--- src/rtl/seg7_display_driver_if.sv ---
// Register-side bus of the 7-segment driver: write strobe, write data and
// the latched value read back by the memory-mapped bridge.
interface seg7_display_driver_if;
   logic        seg_we;
   logic [15:0] seg_wdata;
   logic [15:0] value_q;

   modport master (output seg_we, output seg_wdata, input value_q);
   modport slave  (input seg_we, input seg_wdata, output value_q);
endinterface

--- src/rtl/seg7_display_driver.sv ---
// Four-digit multiplexed hex display driver with anti-ghost blanking and
// optional leading-zero suppression; all outputs registered.
module seg7_display_driver #(
   parameter int DIGIT_PERIOD = 100000,
   parameter int BLANK_CYCLES = 1000,
   parameter int BLANK_LZ     = 0
) (
   input  logic                  clk,
   input  logic                  reset,
   seg7_display_driver_if.slave  seg_bus,
   output logic [6:0]            seg,
   output logic                  dp,
   output logic [3:0]            an
);

   localparam int CNT_W = (DIGIT_PERIOD > 1) ? $clog2(DIGIT_PERIOD) : 1;
   localparam logic [CNT_W-1:0] CNT_LAST  = CNT_W'(DIGIT_PERIOD - 1);
   localparam logic [CNT_W-1:0] CNT_BLANK = CNT_W'(BLANK_CYCLES);

   logic [15:0]      value_q, value_d;
   logic [15:0]      disp_q, disp_d;
   logic [CNT_W-1:0] cnt_q, cnt_d;
   logic [1:0]       idx_q, idx_d;
   logic [6:0]       seg_q, seg_d;
   logic [3:0]       an_q, an_d;

   logic [3:0]       nib [4];
   logic [3:0]       upper_zero;
   logic             wrap;
   logic             lz_blank;

   function automatic logic [6:0] hex_to_seg(input logic [3:0] h);
      case (h)
         4'h0:    hex_to_seg = 7'h40;
         4'h1:    hex_to_seg = 7'h79;
         4'h2:    hex_to_seg = 7'h24;
         4'h3:    hex_to_seg = 7'h30;
         4'h4:    hex_to_seg = 7'h19;
         4'h5:    hex_to_seg = 7'h12;
         4'h6:    hex_to_seg = 7'h02;
         4'h7:    hex_to_seg = 7'h78;
         4'h8:    hex_to_seg = 7'h00;
         4'h9:    hex_to_seg = 7'h10;
         4'hA:    hex_to_seg = 7'h08;
         4'hB:    hex_to_seg = 7'h03;
         4'hC:    hex_to_seg = 7'h46;
         4'hD:    hex_to_seg = 7'h21;
         4'hE:    hex_to_seg = 7'h06;
         default: hex_to_seg = 7'h0E;
      endcase
   endfunction

   // upper_zero[k] is set when nibbles k..3 of the shadow value are all zero.
   generate
      for (genvar gi = 0; gi < 4; gi++) begin : g_nib
         assign nib[gi] = disp_q[4*gi +: 4];
         if (gi == 3) begin : g_top
            assign upper_zero[gi] = (nib[gi] == 4'h0);
         end else begin : g_low
            assign upper_zero[gi] = upper_zero[gi+1] & (nib[gi] == 4'h0);
         end
      end
   endgenerate

   always_comb begin
      value_d  = seg_bus.seg_we ? seg_bus.seg_wdata : value_q;
      wrap     = (cnt_q == CNT_LAST);
      cnt_d    = wrap ? '0 : cnt_q + 1'b1;
      idx_d    = wrap ? idx_q + 2'd1 : idx_q;
      // The shadow only changes between scans so a scan never mixes two values.
      disp_d   = (wrap && idx_q == 2'd3) ? value_q : disp_q;
      lz_blank = (BLANK_LZ != 0) && (idx_q != 2'd0) && upper_zero[idx_q];
      seg_d    = lz_blank ? 7'h7F : hex_to_seg(nib[idx_q]);
      an_d     = 4'b1111;
      if (!lz_blank && cnt_q >= CNT_BLANK) begin
         an_d[idx_q] = 1'b0;
      end
   end

   always_ff @(posedge clk or negedge reset) begin
      if (!reset) begin
         value_q <= '0;
         disp_q  <= '0;
         cnt_q   <= '0;
         idx_q   <= '0;
         seg_q   <= 7'h7F;
         an_q    <= 4'b1111;
      end else begin
         value_q <= value_d;
         disp_q  <= disp_d;
         cnt_q   <= cnt_d;
         idx_q   <= idx_d;
         seg_q   <= seg_d;
         an_q    <= an_d;
      end
   end

   assign seg_bus.value_q = value_q;
   assign seg             = seg_q;
   assign an              = an_q;
   assign dp              = 1'b1;

endmodule

--- src/flat_wrapper.sv ---
// flat-port wrapper written by rule: the top's interface ports become plain ports
module seg7_display_driver_flat 
#(
   parameter int DIGIT_PERIOD = 100000,
   parameter int BLANK_CYCLES = 1000,
   parameter int BLANK_LZ     = 0
)
  (clk, reset, seg, dp, an, seg_bus_seg_we, seg_bus_seg_wdata, seg_bus_value_q);
  seg7_display_driver_if seg_bus_i ();
  input  logic clk;
  input  logic reset;
  output logic [6:0] seg;
  output logic dp;
  output logic [3:0] an;
  input wire logic [$bits(seg_bus_i.seg_we)-1:0] seg_bus_seg_we;
  input wire logic [$bits(seg_bus_i.seg_wdata)-1:0] seg_bus_seg_wdata;
  output wire logic [$bits(seg_bus_i.value_q)-1:0] seg_bus_value_q;
  assign seg_bus_i.seg_we = seg_bus_seg_we;
  assign seg_bus_i.seg_wdata = seg_bus_seg_wdata;
  assign seg_bus_value_q = seg_bus_i.value_q;
  seg7_display_driver #(.DIGIT_PERIOD(DIGIT_PERIOD), .BLANK_CYCLES(BLANK_CYCLES), .BLANK_LZ(BLANK_LZ)) u_core (.clk(clk), .reset(reset), .seg_bus(seg_bus_i), .seg(seg), .dp(dp), .an(an));
endmodule
--- config.mk ---
export PLATFORM = sky130hd
export DESIGN_NAME = seg7_display_driver_flat
export DESIGN_NICKNAME = d
export VERILOG_FILES = /design/src/rtl/seg7_display_driver_if.sv /design/src/rtl/seg7_display_driver.sv /design/src/flat_wrapper.sv
export SDC_FILE = /design/constraint.sdc
export NUM_CORES = 1
export LEC_CHECK = 0
export CORE_ASPECT_RATIO = 0.8
export CORE_MARGIN = 10
export CORE_UTILIZATION = 45
export DETAILED_ROUTE_END_ITERATION = 16
export HOLD_SLACK_MARGIN = 0.05
export PLACE_DENSITY_LB_ADDON = 0.2
export SYNTH_ARGS = -nofsm -noshare
export SYNTH_HDL_FRONTEND = slang
export SYNTH_SLANG_ARGS = --single-unit
--- constraint.sdc ---
create_clock -name clk -period 2.1 [get_ports clk]
set_input_delay 0.42 -clock clk [delete_from_list [all_inputs] [get_ports clk]]
set_output_delay 0.42 -clock clk [all_outputs]
set_load 0.05 [all_outputs]
* Word-level counts from Yosys, hierarchy flattened *
Memories as Yosys holds them, arrays and structs flattened. A register that Yosys moved wholly into a read port is not among the register bits.
Cells that the tools add are included.

operators by class
  add/sub/neg operators = 2
  multiply operators = 0
  div/mod/pow operators = 0
  $lt $le $gt $ge = 4
  equal/unequal tests = 2
  shift operators = 0
  muxes and demuxes = 7
  bitwise logic cells = 2
  reductions and logical operators = 3

operators by type and width
  kind                   count
  $add 17x1->17 const B  1
  $eq 17x17->1 const B   1
  $ge 17x10->1 const B   1
  $mux 17                1
  $mux 4                 3
  $bmux 4 s2             1
  $not 4->4              1
  $ge 3x3->1 const B     1
  $lt 2x3->1 const B     1
  $not 2->3              1
  $add 2x1->2 const B    1
  $demux 1 s2            1
  $eq 2x2->1 const B     1
  $ge 2x1->1 const B     1
  $logic_and 1x1->1      2
  $logic_not 1->1        1
  $mux 1                 1

storage, ports and cells
  flip-flop bits (word level) = 55
  latch bits = 0
  memory bits (writable) = 0
  bits in read-only memories = 112
  bits of input ports = 19
  word-level logic and storage cells = 26
  memories kept = 1

memories
  name              words  width  rd ports  clocked after memory_dff  wr ports  line                       RTL
  (name not given)  16     7      1         1                         0         seg7_display_driver.sv:33  case (h)

* Depth between registers and ports, before layout *
Gate-level depths: netlist of run 1.

  depth in word-level cells = 6
  gate-level depth with buffers = 7

* Worst setup path after synthesis of run 1 *
Ideal clock, no wire load.

  path type = reg2reg
  from = register u_core.cnt_q[11]
  to = register u_core.disp_q[10]
  arrival = 2.065 ns
  data required time = 1.975 ns
  setup slack = -0.090 ns
  cell stages (with the launch flop) = 6
  clock period less this slack = 2.190 ns
  cell sequence = dfrtp_1 or4_4 nor4_4 nand2_4 buf_6 mux2_4

on the way
  cells in the longest elaborated chain, start to end = 2

RTL lines
  what                    line                       RTL
  start, declared         seg7_display_driver.sv:22  logic [CNT_W-1:0] cnt_q, cnt_d;
  start signal, assigned  seg7_display_driver.sv:91  cnt_q <= cnt_d;
  $eq 17x17->1            seg7_display_driver.sv:67  wrap = (cnt_q == CNT_LAST);
  $logic_and 1x1->1       seg7_display_driver.sv:71  disp_d = (wrap && idx_q == 2'd3) ? value_q : disp_q;
  end signal, assigned    seg7_display_driver.sv:90  disp_q <= disp_d;
  end, declared           seg7_display_driver.sv:21  logic [15:0] disp_q, disp_d;

No other way between the ends.
A chain may end at the register's enable or synchronous reset.

* Worst setup path after layout of run 1 *
  from = register u_core.cnt_q[12]
  to = register u_core.disp_q[5]

The elaborated chain is that of the path after synthesis.

==> metrics.cfg, run 1 <==
[yosys]
syn_inst=213
ys_types=41
synth-seq-cells=62
syn-num-nets=244
async_flop_share_pct=100
yosysTopAreaCellShare_pct=45.0
synth_area_leader_cell=dfrtp_1
synth_area_leaders=dfrtp_1 45%, dfstp_2 10%, mux2_2 9.5%
avgSynthCellArea_um2=13.3
synth_warnings=0
synth_edf_count=0
synth_seq_area_share_pct=55.1
synth_area_um2=2840
synthFlopType=dfrtp_1

[clock_network]
cts_sinks=62
clkTransAtPathRegs_ps=70
clockBufferDepth=2
cts_tree=yes
clkLatencyLatePin_ps=330
h-tree-depth=3
cts_buffers=9
root_buffer=clkbuf_8
hold_buffers=0

[routing]
routed_wl_um=5380
num_vias=1754
via_per_inst=4.91
dr.pass1.iters=4
wl_per_cell_um=15.1
antenna_left=0
drtIter0Drc=87
drcViolationCount=0

[die]
rows=25
fp.dieH_um=91.0
ios=47
initial_core_util_pct=47.3
die_area_um2=9910
die_x_um=109
core_um2=6010

[timing]
rsz0062_at_grt=false
hold_violations=0
fin_crit_ps=2020
skew_ps=8.32
fmax_ghz=0.496
setup_viol_count_final=0
finalCritPeriodShare_pct=96.0
tightest_slew_ps=519
slew_headroom_pct=65.3
maxSlewViolCount=0
setup_slack_ps=84.8

[global_routing]
grt_pass1_vias=1755
antenna_found_initial=0
track_usage_pct=11.7
grt_start_max_net_pins=63
grt_pass1_wl_um=8980
grt_overflow=0

[setup_path]
crit_path_end_kind=register
crit_type=reg2reg
arrival_ps=2230
start_kind=register
regToRegSetupSlack_ps=80
worstPathMaxFanout=16
required_ps=2310

[final_layout]
nets=303
insertedDiodeCount=0
syn2layout_area_growth_pct=26.8
final_cell_area_um2=3600
final_cell_mix=51 x dfrtp_1, 33 x clkdlybuf4s50_1, 24 x mux2_2
final_common_cell=dfrtp_1
final_layout_size_suffix_gt1_share_pct=31.2
fillers=494
final_util_pct=59.9

[place]
numPortBuffers=45
dp_hpwl_um=3930
place_congestion=0.907
dpl-instance-area_um2=3400
place_ws_ps=56.1

[power]
combPwrFrac_pct=11.1
p_per_area_nw_per_um2=703
p_leak_nw=1.63
pwr-share-seq_pct=49.5
p_int_mw=1.91
p_sw_uw=622
pwr-share-clk_pct=39.4
p_sw_share_pct=24.6
vdd_drop_max_mv=0.401

[worst_hold_path]
hold_path.class=in2async

[flow_run]
maxCapViolations=0

[outcome]
status=completed

==> power groups by stage <==
stage | clock [mW] | sequential (mW) | combinational (mW)
after floorplan | 0 | 1.38 | 0.0431
after global placement | 0 | 1.27 | 0.285
after detailed placement | 0 | 1.27 | 0.286
after CTS | 1.03 | 1.25 | 0.287
after global routing | 1.10 | 1.26 | 0.297
final | 0.996 | 1.25 | 0.281
==> through the flow <==
stage                     hold WS [ps]  TNS (ps)  power, mW  instances
after floorplan                    124      -858       1.42        213
after global placement             450         0       1.56        341
after detailed placement           450         0       1.56        341
after CTS                         90.3         0       2.57        356
after global routing              87.1         0       2.65        357
final                             87.2         0       2.53        357
==> registers in the layout, indices dropped and copies added (netlist names) <==
register	cells
u_core.seg_bus.value_q	16
u_core.an	4
u_core.idx_q	2
u_core.disp_q	16
u_core.cnt_q	17
u_core.seg	7
==> final timing paths <==
check                                      startpoint                      endpoint  depth (start not counted)
max                        u_core.cnt_q[12]$_DFF_PN0_  u_core.disp_q[5]$_DFFE_PN0P_                          4
max in group asynchronous                       reset       u_core.seg[3]$_DFF_PN1_                          2
min                                             reset     u_core.cnt_q[9]$_DFF_PN0_                          2
min reg2reg                u_core.cnt_q[12]$_DFF_PN0_    u_core.cnt_q[12]$_DFF_PN0_                          1
min in group clk           u_core.cnt_q[12]$_DFF_PN0_    u_core.cnt_q[12]$_DFF_PN0_                          1
max reg2reg                u_core.cnt_q[12]$_DFF_PN0_  u_core.disp_q[5]$_DFFE_PN0P_                          4
==> metal layers <==
metal | part of all wire, % | routed length, um | GRT usage (%) | vias up
met4 | 1.5 | 79 | 4.06 | 0
met3 | 8.2 | 443 | 6.57 | 7
met1 | 49 | 2630 | 15.5 | 835
met2 | 42 | 2240 | 15.6 | 45
met5 | 0 | 0 | 0 | -
li1 | - | - | - | 867
==> final cells by class <==
class	instances	area, um2	share of cell area [%]
tap	81	101	2.82
clock inverter	4	47.5	1.32
sequential	62	1570	43.5
multi-input combinational	136	1210	33.5
clock buffer	11	141	3.93
timing repair buffer	54	503	14.0
inverter	9	33.8	0.939
==> cell usage after synthesis, types with 2 or more instances <==
cell type   n
and2_1      2
clkbuf_1    3
dfrtp_1    51
dfstp_2    11
ha_1       12
inv_1       9
mux2_2     24
mux2_4     10
mux4_2      4
nand2_1    13
nand3_1     8
nand4_1     5
nor2_1     11
nor2b_1     2
nor3_1      3
nor4_1      2
o21a_1      3
o21ai_0     5
xnor2_1    10
xor2_1      4
==> critical path: stages, from the launching register on <==
cell and delay (ps):
dfrtp_1 400, or4_4 580, nor4_4 340, nand2_4 230
mux2_4 340
==> cells by family (layout without fill, tap and decap cells) <==
kind of cell,after synthesis,in the layout,share of synthesized area [%]
flip-flops,62,62,55.1
AND/OR/NAND/NOR,55,55,10.8
multiplexers,39,39,18.3
AO/OA/AOI/OAI,15,15,3.61
buffers and inverters,15,78,2.38
XOR/XNOR,14,14,4.32
adder cells (fa/ha/maj),12,12,5.29
other,1,1,0.132
==> what timing repair did <==
| action | 4_1_cts | 5_1_grt |
|---|---|---|
| gates resized for setup | 0 | 1 |
| setup endpoints to repair | 0 | 18 |
| setup buffers | 0 | 1 |
(Power assumes the default switching activity.)
==> run 2, diff against run 1 <==
Settings changed: CELL_PAD_IN_SITES_DETAIL_PLACEMENT set to 0, CELL_PAD_IN_SITES_GLOBAL_PLACEMENT set to 1, CORE_UTILIZATION 45 to 39.
==> run 2 against run 1 <==
Via count increased by 3.5%. Clock-buffer cell count grew 4. Clock skew about the same. Maximum frequency decreased by 1.4%. Power fell by 1.6%. Non-clock buffer count increased by 5. Core utilization fell by 7.7 points. Critical path type unchanged. Final cell count grew 3.6%. First-iteration DRC count is 52% lower. Sequential share of layout area shrank 0.60 points. Largest power group unchanged. Largest cell class unchanged. Combinational power about the same. Critical path depth rose by 1.
==> metrics.cfg, run 2 (same netlist as run 1, synthesis figures left out) <==
[global_routing]
grt_pass1_vias=1795  ; +2.3%
grt_pass1_wl_um=9290  ; +3.5%
grt_start_max_net_pins=63  ; unchanged
grt_overflow=0  ; unchanged
antenna_found_initial=0  ; unchanged
track_usage_pct=10.8  ; -0.91 points

[timing]
fin_crit_ps=2040  ; +28.7 ps
setup_viol_count_final=0  ; unchanged
slew_headroom_pct=65.5  ; +0.15 points
skew_ps=8.76  ; +0.443 ps
hold_violations=0  ; unchanged
finalSetupTns_ps=0  ; unchanged
maxSlewViolCount=0  ; unchanged
finalCritPeriodShare_pct=97.3  ; +1.4 points
fmax_ghz=0.489  ; -1.4%
tightest_slew_ps=517  ; -2.28 ps
rsz0062_at_grt=true
whs_ps=68.1  ; -19.1 ps

[clock_network]
clkTransAtPathRegs_ps=70  ; about the same
cts_buffers=9  ; unchanged
cts_tree=yes
clkLatencyLatePin_ps=340  ; about the same
h-tree-depth=3  ; unchanged
clockBufferDepth=2  ; unchanged
cts_sinks=62  ; unchanged
hold_buffers=0  ; unchanged
root_buffer=clkbuf_8

[worst_hold_path]
hold_path.class=in2async

[power]
p_leak_nw=1.62  ; -0.45%
vdd_drop_max_mv=0.340  ; -15%
p_per_area_nw_per_um2=682  ; -2.9%

[final_layout]
final_layout_size_suffix_gt1_share_pct=32.9  ; +1.7 points
largest_register_ffs=17  ; unchanged
syn2layout_area_growth_pct=28.5
seq_area_um2=1570  ; unchanged
regMostFlops=u_core.cnt_q
final_cell_mix=51 x dfrtp_1, 33 x clkdlybuf4s50_1, 24 x mux2_2, 24 x buf_4, 13 x nand2_1
fillers=619  ; +25%
top_regs=u_core.cnt_q x17, u_core.disp_q x16, u_core.seg_bus.value_q x16
nets=309  ; +2.0%
final_common_cell=dfrtp_1
fin_cells=370  ; +3.6%
multiInputGateArea_um2=1220  ; +1.5%
insertedDiodeCount=0  ; unchanged

[setup_path]
start_kind=register
required_ps=2320  ; about the same
r2r-start=u_core.cnt_q[11]$_DFF_PN0_
slowest_stage=or4_4
crit_type=reg2reg
critical_path.cell_chain=or4_4 -> nor4_4 -> buf_4 -> nand2_8 -> mux2_4
rr_worst_depth=5  ; +1
arrival_ps=2270  ; +40 ps
slowest_delay_ps=550  ; -30 ps
worstReg2RegEnd=u_core.disp_q[9]$_DFFE_PN0P_
regToRegSetupSlack_ps=60  ; -30 ps
crit_path_end_kind=register
worstPathMaxFanout=8  ; -8

[place]
place_congestion=0.802  ; -12%
numPortBuffers=45  ; unchanged
dp.cells=348  ; +2.1%
dp_hpwl_um=4060  ; +3.2%

[die]
rows=27  ; +8.0%
die_area_um2=11100  ; +12%
fp.dieH_um=96.3  ; +5.8%
initial_core_util_pct=40.6  ; -6.7 points
ios=47  ; unchanged
die_x_um=115  ; +6.1%
core_um2=6990  ; +16%

[routing]
drtIter0Drc=42  ; -52%
met1_length_um=2900  ; +11%
routed_wl_um=5960  ; +11%
dr_wl_met3_um=484  ; +9.3%
dr.pass1.iters=4  ; unchanged
wl_met2_um=2500  ; +12%
drcViolationCount=0  ; unchanged
antenna_left=0  ; unchanged
num_vias=1815  ; +3.5%
highest_layer=met4
via_per_inst=4.91  ; -0.16%
wl_per_cell_um=16.1  ; +6.7%

[flow_run]
maxCapViolations=0  ; unchanged

[outcome]
status=completed

-- run 2: worst max-delay path by stage --
| stage | to | from | cells past startpoint |
|---|---|---|---|
| 2_1_floorplan | u_core.disp_q[10]$_DFFE_PN0P_ | u_core.cnt_q[5]$_DFF_PN0_ | 5 |
| 3_3_place_gp | u_core.disp_q[9]$_DFFE_PN0P_ | u_core.cnt_q[12]$_DFF_PN0_ | 4 |
| 3_5_place_dp | u_core.disp_q[11]$_DFFE_PN0P_ | u_core.cnt_q[0]$_DFF_PN0_ | 5 |
| 4_1_cts | u_core.disp_q[9]$_DFFE_PN0P_ | u_core.cnt_q[0]$_DFF_PN0_ | 5 |
| 5_1_grt | u_core.disp_q[13]$_DFFE_PN0P_ | u_core.cnt_q[11]$_DFF_PN0_ | 4 |
| 6_report | u_core.disp_q[9]$_DFFE_PN0P_ | u_core.cnt_q[11]$_DFF_PN0_ | 5 |
-- run 2: cell type report --
class / count / share of cell area [%]
multi-input combinational: 137 / 33.5
timing repair buffer: 59 / 14.7
clock buffer: 15 / 4.84
inverter: 9 / 0.926
sequential: 62 / 42.9
clock inverter: 1 / 0.137
tap: 87 / 2.98
-- run 2: metrics by stage --
stage / power, mW / instance area, um2 / util [%] / setup WS [ps]
floorplan: 1.42 / 2840 / - / -85.8
global placement: 1.56 / 3410 / 48.8 / 106
detailed placement: 1.56 / 3410 / 48.8 / 80.7
CTS: 2.53 / 3590 / 51.4 / 65.3
global route: 2.58 / 3650 / 52.2 / -35.1
finish: 2.49 / 3650 / 52.2 / 56.1
-- run 2: layer usage --
metal / vias to the layer above / GRT usage, %
li1: 878 / -
met1: 874 / 14.3
met2: 55 / 14.9
met3: 8 / 5.10
met4: 0 / 4.42
met5: - / 0
-- run 2: power by group --
part / switching, mW / internal [mW] / leakage, nW
Sequential: 0.0267 / 1.23 / 0.776
Clock: 0.430 / 0.525 / 0.0937
Combinational: 0.170 / 0.111 / 0.752
-- run 2: worst max-delay path: cells and delay by family (launching register included) --
family | cells | cell delay, ps
buffers and inverters | 1 | 200
flip-flops | 1 | 400
multiplexers | 1 | 310
AND/OR/NAND/NOR | 3 | 1010
-- run 2: timing repair --
item | 4_1_cts | 5_1_grt
resized for setup | 0 | 2
setup buffers | 0 | 5
setup endpoints to repair | 0 | 17
endpoints found under the hold margin | 0 | 0
==> run 3, diff against run 2 <==
Settings changed: PLACE_DENSITY_LB_ADDON 0.2 to 0.12.
==> run 3 against run 2 <==
Global-route usage is 0.33 points higher. Flip-flop and latch count unchanged. Via count decreased by 0.39%. Die area unchanged. Clock-buffer cell count fell by 4. Worst hold slack better by 440 ps. Sequential power hardly changed. Clock skew shrank 1.3 ps. Non-clock buffer count decreased by 2. Highest routed layer unchanged.
==> metrics.cfg, run 3 (same netlist as run 1, synthesis figures left out) <==
[setup_path]
critical_path.cell_chain=or4_4 -> nor4_4 -> nand2_4 -> buf_12 -> mux2_4
worstReg2RegEnd=u_core.disp_q[13]$_DFFE_PN0P_
regToRegSetupSlack_ps=100  ; +50 ps
r2r-start=u_core.cnt_q[12]$_DFF_PN0_
cp_num_buf_inv=1  ; unchanged
required_ps=2320  ; about the same
crit_type=reg2reg
crit_path_end_kind=register
arrival_ps=2210  ; -60 ps
slowest_stage=or4_4
worstPathMaxFanout=16  ; +8
start_kind=register
critPathTopFamily=simple AND/OR/NAND/NOR gates
slowest_delay_ps=580  ; +30 ps
rr_worst_depth=5  ; unchanged

[timing]
setup_viol_count_final=0  ; unchanged
slew_headroom_pct=65.5  ; about the same
fmax_ghz=0.501  ; +2.4%
hold_violations=0  ; unchanged
rsz0062_at_grt=false
fin_crit_ps=2000  ; -47.0 ps
maxSlewViolCount=0  ; unchanged
whs_ps=507  ; +439 ps
finalCritPeriodShare_pct=95.1  ; -2.2 points
setup_slack_ps=103  ; +47.0 ps
tightest_slew_ps=516  ; -0.924 ps
skew_ps=7.43  ; -1.32 ps

[clock_network]
root_buffer=clkbuf_8
cts_sinks=62  ; unchanged
clkLatencyLatePin_ps=330  ; about the same
cts_buffers=9  ; unchanged
clkTransAtPathRegs_ps=70  ; about the same
cts_tree=yes
h-tree-depth=3  ; unchanged
clockBufferDepth=2  ; unchanged

[worst_hold_path]
hold_path.class=reg2reg
hold_path_end=u_core.cnt_q[0]$_DFF_PN0_
holdPathStages=1
min_from=u_core.cnt_q[0]$_DFF_PN0_

[final_layout]
final_layout_size_suffix_gt1_share_pct=32.9  ; about the same
top_regs=u_core.cnt_q x17, u_core.disp_q x16, u_core.seg_bus.value_q x16
final_cell_mix=50 x dfrtp_1, 33 x clkdlybuf4s50_1, 24 x mux2_2
final_common_cell=dfrtp_1
fillers=639  ; +3.2%
regMostFlops=u_core.cnt_q
insertedDiodeCount=0  ; unchanged
largest_register_ffs=17  ; unchanged
syn2layout_area_growth_pct=30.6
nets=306  ; -0.97%

[power]
p_per_area_nw_per_um2=769  ; +13%
p_leak_nw=1.66  ; +2.2%
vdd_drop_max_mv=0.367  ; +7.9%

[place]
numPortBuffers=45  ; unchanged
dp_hpwl_um=4140  ; +2.1%
place_ws_ps=63.4  ; -17.2 ps
place_congestion=0.786  ; -2.0%

[die]
initial_core_util_pct=40.6  ; unchanged
core_um2=6990  ; unchanged
rows=27  ; unchanged
fp.dieH_um=96.3  ; unchanged
ios=47  ; unchanged
die_x_um=115  ; unchanged
die_area_um2=11100  ; unchanged

[routing]
antenna_left=0  ; unchanged
routed_wl_um=5700  ; -4.3%
drtIter0Drc=88  ; +110%
via_per_inst=4.93  ; +0.43%
dr.pass1.iters=4  ; unchanged
drcViolationCount=0  ; unchanged
num_vias=1808  ; -0.39%
wl_per_cell_um=15.5  ; -3.6%

[flow_run]
maxCapViolations=0  ; unchanged

[global_routing]
grt_start_max_net_pins=43  ; -32%
track_usage_pct=11.2  ; +0.33 points
antenna_found_initial=0  ; unchanged
grt_pass1_vias=1884  ; +5.0%
grt_overflow=0  ; unchanged
grt_pass1_wl_um=9570  ; +3.0%

[outcome]
status=completed

## run 3: cell types whose count changed in the layout (fill, tap and decap cells not counted), sizes merged
cell         previous run  this run
nand2                  15        14
clkinv                  1         0
dlygate4sd3             0         1
clkinvlp                0         2
buf                    26        23
bufinv                  0         3
clkbuf                 15        11
## run 3: how the worst max path moves through the flow
stage	from	slack, ps	cells after the start	to
after floorplan	u_core.cnt_q[5]$_DFF_PN0_	-90	5	u_core.disp_q[10]$_DFFE_PN0P_
after global placement	u_core.cnt_q[12]$_DFF_PN0_	90	4	u_core.disp_q[6]$_DFFE_PN0P_
after detailed placement	u_core.cnt_q[11]$_DFF_PN0_	60	4	u_core.disp_q[14]$_DFFE_PN0P_
after CTS	u_core.cnt_q[11]$_DFF_PN0_	60	4	u_core.disp_q[12]$_DFFE_PN0P_
after global routing	u_core.cnt_q[12]$_DFF_PN0_	30	5	u_core.disp_q[13]$_DFFE_PN0P_
final	u_core.cnt_q[12]$_DFF_PN0_	100	5	u_core.disp_q[13]$_DFFE_PN0P_
## run 3: final cells by class
class / count / area, um2 / share of cell area [%]
Multi-Input combinational cell: 136 / 1210 / 32.5
Inverter: 9 / 33.8 / 0.911
Timing Repair Buffer: 57 / 536 / 14.4
Clock buffer: 11 / 151 / 4.08
Tap cell: 87 / 109 / 2.94
Clock inverter: 5 / 105 / 2.83
Sequential cell: 62 / 1570 / 42.3
## run 3: per-stage QoR
step	instances	setup TNS (ps)	util, %	total power, mW	instance area [um2]
finish	367	0	53.0	2.85	3710
global route	367	0	53.0	2.94	3710
CTS	365	0	52.6	2.89	3680
detailed placement	348	0	48.8	1.56	3410
global placement	348	0	48.8	1.56	3410
floorplan	213	-858	-	1.42	2840
## run 3: power breakdown
part	internal, mW	switching, mW	total [mW]	leakage, nW
combinational	0.112	0.170	0.283	0.761
sequential	1.23	0.0255	1.25	0.775
clock	0.853	0.465	1.32	0.122
## run 3: metal layers
metal / wire length (um) / GRT usage (%) / up-vias
li1: - / - / 874
met1: 2840 / 15.4 / 882
met4: 14 / 2.84 / 0
met3: 464 / 5.97 / 2
met5: 0 / 0 / -
met2: 2380 / 14.7 / 50
## run 3: timing repair
item,CTS,global route
buffers inserted,0,2
hold endpoints to repair,6,0
hold buffers,1,0
endpoints found under the setup margin,0,19
resized for setup,0,1
